[src/rtl/mips_mem_pkg.sv]
// Shared types and defaults for the MyCpu unified memory-port arbiter.
package mips_mem_pkg;

    localparam int DEF_ADDR_WIDTH = 32;
    localparam int DEF_DATA_WIDTH = 32;

    localparam logic [DEF_DATA_WIDTH/8-1:0] BE_ALL = '1;

    typedef enum logic [1:0] {
        IDLE,
        ISSUE,
        WAIT,
        RESP
    } state_t;

    typedef enum logic {
        GNT_I,
        GNT_D
    } grant_t;

endpackage

[src/rtl/mem_port_arbiter.sv]
// Shares one fixed-latency synchronous memory port between the instruction-fetch
// and data requesters; one access in flight, round-robin on conflicts.
module mem_port_arbiter
    import mips_mem_pkg::*;
#(
    parameter int MEM_LATENCY = 2,
    parameter int ADDR_WIDTH  = DEF_ADDR_WIDTH,
    parameter int DATA_WIDTH  = DEF_DATA_WIDTH
) (
    input  logic                    clock,
    input  logic                    reset,
    input  logic                    ireq,
    input  logic [ADDR_WIDTH-1:0]   iaddr,
    output logic [DATA_WIDTH-1:0]   irdata,
    output logic                    iready,
    input  logic                    dreq,
    input  logic                    dwe,
    input  logic [ADDR_WIDTH-1:0]   daddr,
    input  logic [DATA_WIDTH-1:0]   dwdata,
    input  logic [DATA_WIDTH/8-1:0] dbe,
    output logic [DATA_WIDTH-1:0]   drdata,
    output logic                    dready,
    output logic                    mem_en,
    output logic                    mem_we,
    output logic [ADDR_WIDTH-1:0]   mem_addr,
    output logic [DATA_WIDTH-1:0]   mem_wdata,
    output logic [DATA_WIDTH/8-1:0] mem_be,
    input  logic [DATA_WIDTH-1:0]   mem_rdata
);

    localparam int BE_W  = DATA_WIDTH / 8;
    localparam int CNT_W = $clog2(MEM_LATENCY + 1);
    localparam logic [CNT_W-1:0] CNT_LOAD = CNT_W'(MEM_LATENCY - 1);
    localparam logic [BE_W-1:0]  BE_ONES  = {BE_W{1'b1}};

    state_t           state;
    state_t           state_nxt;
    grant_t           last_grant;
    logic [CNT_W-1:0] cnt;
    logic             cmd_we;
    logic             grant_i;
    logic             grant_d;

    // On a conflict the port that did not win last time is served.
    always_comb begin
        grant_i = 1'b0;
        grant_d = 1'b0;
        if (ireq && (!dreq || last_grant == GNT_D)) begin
            grant_i = 1'b1;
        end else if (dreq) begin
            grant_d = 1'b1;
        end
    end

    always_ff @(posedge clock or posedge reset) begin
        if (reset) begin
            state <= IDLE;
        end else begin
            state <= state_nxt;
        end
    end

    always_comb begin
        state_nxt = state;
        unique case (state)
            IDLE:    if (grant_i || grant_d) state_nxt = ISSUE;
            ISSUE:   state_nxt = WAIT;
            WAIT:    if (cnt == '0) state_nxt = RESP;
            RESP:    state_nxt = IDLE;
            default: state_nxt = IDLE;
        endcase
    end

    // Command registers double as the memory-side outputs so mem_* hold
    // their last issued values between accesses.
    always_ff @(posedge clock or posedge reset) begin
        if (reset) begin
            last_grant <= GNT_I;
            cnt        <= '0;
            cmd_we     <= 1'b0;
            mem_en     <= 1'b0;
            mem_we     <= 1'b0;
            mem_addr   <= '0;
            mem_wdata  <= '0;
            mem_be     <= '0;
            irdata     <= '0;
            drdata     <= '0;
            iready     <= 1'b0;
            dready     <= 1'b0;
        end else begin
            mem_en <= 1'b0;
            mem_we <= 1'b0;
            iready <= 1'b0;
            dready <= 1'b0;
            unique case (state)
                IDLE: begin
                    if (grant_i) begin
                        last_grant <= GNT_I;
                        cmd_we     <= 1'b0;
                        mem_en     <= 1'b1;
                        mem_addr   <= iaddr;
                        mem_be     <= BE_ONES;
                    end else if (grant_d) begin
                        last_grant <= GNT_D;
                        cmd_we     <= dwe;
                        mem_en     <= 1'b1;
                        mem_we     <= dwe;
                        mem_addr   <= daddr;
                        mem_be     <= dwe ? dbe : BE_ONES;
                        if (dwe) begin
                            mem_wdata <= dwdata;
                        end
                    end
                end
                ISSUE: begin
                    cnt <= CNT_LOAD;
                end
                WAIT: begin
                    if (cnt != '0) begin
                        cnt <= cnt - 1'b1;
                    end else if (last_grant == GNT_I) begin
                        irdata <= mem_rdata;
                        iready <= 1'b1;
                    end else begin
                        if (!cmd_we) begin
                            drdata <= mem_rdata;
                        end
                        dready <= 1'b1;
                    end
                end
                default: ;
            endcase
        end
    end

endmodule

[config.mk]
export PLATFORM = sky130hd
export DESIGN_NAME = mem_port_arbiter
export DESIGN_NICKNAME = d
export VERILOG_FILES = /design/src/rtl/mips_mem_pkg.sv /design/src/rtl/mem_port_arbiter.sv
export SDC_FILE = /design/constraint.sdc
export NUM_CORES = 1
export LEC_CHECK = 0
export ABC_CLOCK_PERIOD_IN_PS = 5400
export CAP_MARGIN = 5
export CORE_MARGIN = 4
export CORE_UTILIZATION = 41
export CTS_CLUSTER_SIZE = 10
export DETAILED_ROUTE_END_ITERATION = 6
export PLACE_DENSITY = 0.84
export RECOVER_POWER = 50
export SLEW_MARGIN = 20
export SYNTH_ARGS = -nofsm -noshare
export SYNTH_HDL_FRONTEND = slang
export SYNTH_SLANG_ARGS = --single-unit
export TNS_END_PERCENT = 5
[constraint.sdc]
create_clock -name clock -period 5.4 [get_ports clock]
set_clock_uncertainty 0.05 [all_clocks]
set_input_delay 0.81 -clock clock [delete_from_list [all_inputs] [get_ports clock]]
set_output_delay 0.81 -clock clock [all_outputs]
set_load 0.01 [all_outputs]
# Word level (Yosys, flattened, before mapping)
# Index checks and enable logic that the tools add are counted.
# Widths: inputs -> output; s select.
[op_classes]
addsub = 1
mul = 0
n_div = 0
order_cmp = 0
n_eq_ne = 6
n_shift = 0
n_mux = 29
bitwise_logic = 4
reduce_logical = 15
[op_table]
columns = ["cell", "count"]
rows = [
  ["$mux 32", 2],
  ["$mux 1", 19],
  ["$mux 4", 3],
  ["$pmux 2 s4", 1],
  ["$reduce_and 4->1", 2],
  ["$mux 2", 3],
  ["$ne 2x2->1 const B", 3],
  ["$reduce_and 2->1", 3],
  ["$reduce_bool 2->1", 3],
  ["$eq 2x2->1 const B", 2],
  ["$logic_not 2->1", 2],
  ["$not 1->1", 4],
  ["$pmux 2 s2", 1],
  ["$reduce_and 3->1", 1],
  ["$eq 2x1->1 const B", 1],
  ["$logic_or 1x1->1", 2],
  ["$sub 2x1->2 const B", 1],
  ["$logic_and 1x1->1", 1],
  ["$logic_not 1->1", 1],
]
[totals]
register_bits = 142
latchBits = 0
ram_bits = 0
romBits = 0
input_bits = 137
out_inout_bits = 136
elab_cells = 68
mem_count = 0

# Longest topological paths before layout
# Gate-level depths: netlist (run 1).
[depth]
ltp_word = 7
depth_mapped = 7
ltp_nobuf = 6

# Least setup slack after synthesis (run 1)
# Ideal clock, no wire load.
[synth_path]
path_kind = "input -> register"
start = "input ireq"
end = "register mem_wdata[12]"
setup_ps = 125
arrival_ps = 1773
path_slack_ps = 3452
stages = 6
n_path_buf = 2
path_cell_list = "buf_4 nand2_1 nand4_4 inv_4 buf_6 mux2_2"
[synth_between]
elab_chain_len = 4
word_cells_on_any_way = 5
cone_classes = "mux: 2; bitwise: 1; reduce/logical: 2"
[synth_lines]
columns = ["element", "line", "rtl"]
rows = [
  ["from (decl)", "mem_port_arbiter.sv:12", "input logic ireq,"],
  ["$logic_and 1x1->1 *", "mem_port_arbiter.sv:48", "if (ireq && (!dreq || last_grant == GNT_D)) begin"],
  ["$mux 1", "mem_port_arbiter.sv:48", ""],
  ["$not 1->1 (no line)", "--", ""],
  ["$reduce_and 4->1 (no line) *", "--", ""],
  ["to (signal assigned)", "mem_port_arbiter.sv:111", "mem_wdata <= dwdata;"],
  ["to (decl)", "mem_port_arbiter.sv:26", "output logic [DATA_WIDTH-1:0] mem_wdata,"],
]
# Every way passes the cells marked *; elsewhere a longest branch is shown, timed or not.
# A chain may end at the register's enable or synchronous reset.

# Final worst setup path (run 1)
[layout_path]
start = "input ireq"
end = "register mem_wdata[5]"
# The elaborated chain is that of the path after synthesis.

==> impl_metrics.json, run 1 <==
{
  "pwr-share-seq_pct": 35.1,
  "crit_required_ns": 5.63,
  "layout-drive-gt1-share_pct": 13.4,
  "core_area_mm2": 0.0139,
  "worst-path-buf-inv": 3,
  "critPathSlowestCell": "clkinvlp_2",
  "path_depth": 6,
  "intPower_w": 0.00370,
  "synth_top_area_share_pct": 60.7,
  "vias_per_cell": 5.10,
  "worst_pin_slew_ns": 2.22,
  "synthCells": 435,
  "place_inst": 858,
  "drt_iter0_markers": 210,
  "route.detailed.drc": 0,
  "grt_overflow": 0,
  "hold_viol_final": 0,
  "grt_first_pass_wirelength_um": 26600,
  "fin_area_mm2": 0.00924,
  "root_buffer": "clkbuf_16",
  "yosys.area_share.adder_pct": 0.854,
  "p_clk_share_pct": 22.5,
  "syn_nets": 576,
  "slew_viol_final": 71,
  "cp_data_arrival_time_ns": 3.91,
  "io_pins": 273,
  "violations": "capacitance limit, slew limit",
  "max_cap_viol_count": 2,
  "die_area_mm2": 0.0163,
  "final_cells": 889,
  "clock.fmax_mhz": 271,
  "p_leak_nw": 3.93,
  "synth_top_cell_by_area": "dfrtp_1",
  "tritoncts": "built",
  "ys_warn_count": 0,
  "htreeDepth": 4,
  "synth-simple-area-share_pct": 6.09,
  "cts_resized": 0,
  "finalCriticalPeriod_ns": 3.69,
  "min_period_over_period_pct": 68.3,
  "portBuffers": 272,
  "final_nets": 838,
  "worstPathCellList": "dlygate4sd3_1 > buf_4 > nand2_1 > nand4_4 > clkinvlp_2 > mux2_1",
  "grt_pass1_vias": 4959,
  "antenna_found_initial": 0,
  "synth_compound_area_share_pct": 7.75,
  "antennaDiodeCount": 0,
  "fin_tns_setup_ns": 0,
  "slowest_delay_ns": 1.11,
  "antenna_left": 0,
  "reg2regPathDepth": 4,
  "cp-start-kind": "input pin",
  "fillers": 1031,
  "dr_total_vias": 4538,
  "status": "finished with violations",
  "combPwrFrac_pct": 42.4,
  "powerDensity_mw_per_mm2": 583,
  "rsz0062_at_grt": "no",
  "start_util_pct": 42.0,
  "hpwl_um": 12300,
  "detail_route.wirelength_um": 16900,
  "placed_cell_area_mm2": 0.00863,
  "p_switching_w": 0.00168,
  "synth.mux.area_fraction_pct": 20.6,
  "ys_seq_area_share_pct": 60.7,
  "yosys.area_share.xor_xnor_pct": 0,
  "synth_top_family_by_area": "multiplexers",
  "wire_per_inst_um": 19.0,
  "fin_total_pwr_w": 0.00538,
  "grtUsageTotal_pct": 20.9,
  "crit_family": "buffers and inverters",
  "peakVddDrop_mv": 0.239,
  "dr.pass1.iters": 5,
  "relSlewSlack_pct": -47.8,
  "ys_ff_latch": 142,
  "clk_path_buf_depth": 2,
  "postCtsSetupBuffers": 0,
  "avgSynthCellArea_um2": 13.5,
  "synthTopCellsByArea": "dfrtp_1, mux2_4, mux2_1",
  "grt_max_degree": 100,
  "netlist_area_mm2": 0.00586,
  "worstHoldPathCells": 1,
  "swShare_pct": 31.3,
  "area_delta_synth_final_pct": 57.6,
  "rows": 43,
  "crit_path_end_kind": "flip-flop",
  "numCtsBuffers": 17,
  "holdCritPathClass": "flip-flop to flip-flop",
  "dieHeight_um": 128,
  "worstSetupPathType": "input pin to flip-flop",
  "clk_latency_ns": 0.41,
  "cp_max_fo": 37,
  "synth.distinct_cells": 28,
  "finalSetupViolations": 0,
  "cts.clk_slew.worst_paths_ns": 0.06,
  "die_w_um": 128,
  "cts.sinks": 142,
  "hold_buffers": 0,
  "routabilityCongestion": 0.811
}
flip-flops by register name, summed over array words and instances, names as in the netlist:
| register | count |
|---|---|
| drdata | 32 |
| irdata | 32 |
| mem_addr | 32 |
| mem_wdata | 32 |
| mem_be | 4 |
| cnt | 2 |
| state | 2 |
| cmd_we | 1 |
| dready | 1 |
| iready | 1 |
| last_grant | 1 |
| mem_en | 1 |
| mem_we | 1 |
power by group through the flow:
stage	Clock [W]	Sequential [W]	Combinational (W)
6_report	0.00121	0.00189	0.00228
4_1_cts	0.00124	0.00191	0.00245
3_5_place_dp	0	0.00192	0.00244
3_3_place_gp	0	0.00188	0.00237
5_1_grt	0.00128	0.00196	0.00245
2_1_floorplan	0	0.00212	0.000874
cells in the mapped netlist:
cell,number
a21boi_0,1
ha_1,4
mux2_2,28
clkbuf_1,14
buf_4,1
nor2_1,33
a21oi_1,1
and2b_1,1
nand2_2,1
buf_6,10
inv_4,1
nand3_1,32
buf_2,6
nand4_4,1
inv_1,8
dfrtp_1,142
a31oi_1,33
mux2_1,39
o21ai_0,35
and3_1,1
or2b_1,1
mux2_4,30
nand2b_1,1
or2_1,1
o2bb2ai_1,1
o21a_1,1
o22a_1,5
nand2_1,3
per-layer routing:
metal  share of wire (%)  track usage, %  vias to the layer above
met5                   0               0                        -
met4                 1.5            7.38                        0
met3                 6.7            6.02                       21
met2                  53            37.3                      189
met1                  39            23.7                     2258
li1                    -               -                     2070
logic make-up (layout without fill, tap and decap cells):
kind of cell             after synthesis  in the layout
flip-flops                           142            142
AO/OA/AOI/OAI                         77             77
multiplexers                          97             97
AND/OR/NAND/NOR                       75             75
buffers and inverters                 40            314
adder cells (fa/ha/maj)                4              4
per-stage QoR:
stage	setup slack [ns]	util (%)	hold slack, ns
4_1_cts	2.75	66.3	0.437
3_5_place_dp	2.25	61.9	0.424
3_3_place_gp	2.43	61.9	0.418
5_1_grt	1.52	66.3	0.441
6_report	1.71	66.3	0.425
2_1_floorplan	0.730	-	0.406
final cells by class:
cell class                 instances  area, µm²  area share, %
timing repair buffer             274       2740           29.6
clock inverter                    11        164           1.77
inverter                           9       40.0          0.434
sequential                       142       3550           38.5
multi-input combinational        253       2070           22.4
clock buffer                      20        447           4.84
tap                              180        225           2.44
layout by cell type, fill, tap and decap left out, types with 2 or more instances in the layout:
cell type        netlist  layout
bufinv_16              0       4
o22a_1                 5       5
mux2_4                30      30
a31oi_1               33      33
inv_6                  0       2
nand3_1               32      32
mux2_1                39      39
dfrtp_1              142     142
clkbuf_16              0      17
clkinv_2               0       4
dlygate4sd3_1          0     106
clkinvlp_4             0       2
mux2_2                28      28
nor2_1                33      33
nand2_1                3       3
buf_4                  1       2
o21ai_0               35      35
clkbuf_1              14       2
ha_1                   4       4
clkdlybuf4s50_1        0     166
inv_1                  8       7
final timing paths:
kind,from,to,slack [ns]
setup reg to reg,state[0],mem_addr[25],2.38
hold reg to reg,mem_wdata[4],mem_wdata[4],0.43
min in group asynchronous,reset,mem_wdata[19],1.01
hold / removal,mem_wdata[4],mem_wdata[4],0.43
setup / recovery,ireq,mem_wdata[5],1.71
max in group asynchronous,reset,mem_addr[22],3.11
(Power assumes the default switching activity.)
==> run 2: changes to the inputs <==
--- a/config.mk
+++ b/config.mk
@@ -5,7 +5,7 @@
 export SDC_FILE = /design/constraint.sdc
 export NUM_CORES = 1
 export LEC_CHECK = 0
-export ABC_CLOCK_PERIOD_IN_PS = 5400
+export ABC_CLOCK_PERIOD_IN_PS = 3540
 export CAP_MARGIN = 5
 export CORE_MARGIN = 4
 export CORE_UTILIZATION = 41
==> constraint.sdc (replaced) <==
create_clock -name clock -period 3.54 [get_ports clock]
set_clock_uncertainty 0.05 [all_clocks]
set_input_delay 0.531 -clock clock [delete_from_list [all_inputs] [get_ports clock]]
set_output_delay 0.531 -clock clock [all_outputs]
set_load 0.01 [all_outputs]
==> run 2 against run 1 <==
  * The run still ends with capacitance limit, slew limit left
  * Highest routed layer unchanged
  * Final area about the same
  * Worst setup slack got worse by 0.65 ns
  * Die area unchanged
  * Sequential power increased by 53%
  * Clock-buffer cell count fell by 1
  * Global-route usage shrank 0.32 points
  * Worst hold slack improved by 0.0055 ns
  * Sequential share of layout area hardly changed
  * Critical path depth shrank 3
  * First-iteration DRC count up 58%
  * Critical endpoint is now dready
==> impl_metrics.json, run 2 (same netlist as run 1, synthesis figures left out) <==
{
  "status": "finished with violations",
  "violations": "capacitance limit, slew limit",
  "antenna_left": 0,
  "tritoncts": "built",
  "start_util_pct": 42.0,
  "dieHeight_um": 128,
  "cts.sinks": 142,
  "detail_route.wirelength_um": 16900,
  "worstPathCellList": "clkdlybuf4s50_1 > clkinvlp_4 > clkbuf_4",
  "die_w_um": 128,
  "powerDensity_mw_per_mm2": 892,
  "finalCriticalPeriod_ns": 2.47,
  "worst_pin_slew_ns": 1.92,
  "final_cells": 891,
  "grtUsageTotal_pct": 20.6,
  "crit_path_end_kind": "asynchronous set/reset pin",
  "p_clk_share_pct": 21.2,
  "antennaDiodeCount": 0,
  "min_period_over_period_pct": 69.8,
  "clock.fmax_mhz": 405,
  "slowest_delay_ns": 1.31,
  "layout-drive-gt1-share_pct": 13.5,
  "area_delta_synth_final_pct": 57.5,
  "layout_common_cells": "clkdlybuf4s50_1, dfrtp_1, dlygate4sd3_1",
  "relSlewSlack_pct": -28.3,
  "dp_slack_ns": 1.06,
  "crit_family": "buffers and inverters",
  "pwr-share-seq_pct": 35.1,
  "fillers": 989,
  "holdCritPathClass": "flip-flop to flip-flop",
  "drt_iter0_markers": 332,
  "grt_pass1_vias": 4836,
  "fin_ws_ns": 1.07,
  "worstSetupPathType": "input pin to asynchronous set/reset pin",
  "rsz0062_at_grt": "no",
  "finalSetupViolations": 0,
  "clk_latency_ns": 0.40,
  "slew_viol_final": 143,
  "place_inst": 862,
  "max_cap_viol_count": 1,
  "hpwl_um": 12400,
  "htreeDepth": 4,
  "io_pins": 273,
  "p_switching_w": 0.00258,
  "swShare_pct": 31.4,
  "dr.pass1.iters": 4,
  "root_buffer": "clkbuf_16",
  "cts_resized": 0,
  "grt_first_pass_wirelength_um": 26000,
  "peakVddDrop_mv": 0.501,
  "final_nets": 842,
  "crit_required_ns": 3.62,
  "combPwrFrac_pct": 43.7,
  "numCtsBuffers": 17,
  "cts.clk_slew.worst_paths_ns": 0.06,
  "core_area_mm2": 0.0139,
  "portBuffers": 272,
  "cp_max_fo": 142,
  "wire_per_inst_um": 19.0,
  "antenna_found_initial": 0,
  "worst-path-buf-inv": 3,
  "critPathSlowestCell": "clkbuf_4",
  "postCtsSetupBuffers": 0,
  "grt_overflow": 0,
  "cp-start-kind": "input pin",
  "grt_max_degree": 143,
  "routabilityCongestion": 0.846,
  "die_area_mm2": 0.0163,
  "route.detailed.drc": 0,
  "vias_per_cell": 5.11,
  "hold_buffers": 0,
  "hold_viol_final": 0,
  "p_leak_nw": 3.91,
  "holdWs_ns": 0.431,
  "mostFrequentLayoutCell": "clkdlybuf4s50_1",
  "rows": 43,
  "dr_total_vias": 4549,
  "fin_tns_setup_ns": 0,
  "intPower_w": 0.00564,
  "cp_data_arrival_time_ns": 2.56,
  "clk_path_buf_depth": 2
}
## run 2: cell count changes in the layout (fill, tap and decap cells not counted), moves of 2 or more
| cell | previous run | this run |
|---|---|---|
| clkdlybuf4s50_1 | 166 | 218 |
| clkinv_2 | 4 | 2 |
| dlygate4sd3_1 | 106 | 54 |
| buf_4 | 2 | 5 |
| clkinv_4 | 0 | 2 |
## run 2: final cells by class
class	count	area [µm²]	area share, %
tap	180	225	2.44
inverter	9	40.0	0.434
clock buffer	19	433	4.69
timing repair buffer	278	2770	30.0
clock inverter	10	141	1.53
sequential	142	3550	38.5
multi-input combinational	253	2070	22.4
## run 2: power groups by stage
stage               sequential [W]  clock (W)  combinational (W)
floorplan                  0.00323          0            0.00133
global placement           0.00286          0            0.00365
detailed placement         0.00292          0            0.00374
CTS                        0.00291    0.00179            0.00377
global route               0.00298    0.00186            0.00385
finish                     0.00289    0.00175            0.00359
## run 2: per-layer routing
metal	share of wire, %	track usage (%)
met1	38	24.0
met3	7.3	5.94
met2	53	36.4
met5	0	0
met4	1.4	6.62
## run 2: metrics by stage
stage | power, W | util, % | area, µm²
finish | 0.00823 | 66.2 | 9230
floorplan | 0.00456 | - | 5860
CTS | 0.00846 | 66.3 | 9240
global route | 0.00868 | 66.2 | 9230
detailed placement | 0.00667 | 62.2 | 8670
global placement | 0.00651 | 62.2 | 8670
## run 2: final timing paths
path                                     from            end  slack, ns  cells past startpoint
worst max register to register       state[0]   mem_addr[22]       1.39                      6
max in group clock                   state[0]   mem_addr[22]       1.39                      6
worst max-delay path                    reset         dready       1.07                      3
worst min register to register  mem_wdata[10]  mem_wdata[10]       0.43                      1
worst min-delay path            mem_wdata[10]  mem_wdata[10]       0.43                      1
min in group asynchronous               reset   mem_wdata[0]       1.11                      3
## run 2: worst register-to-register path, stage by stage (launching register included)
cell,delay (ns)
dfrtp_1,0.40
inv_1,0.09
ha_1,0.30
o21a_1,0.37
buf_4,0.55
nor2_1,0.12
a31oi_1,0.18
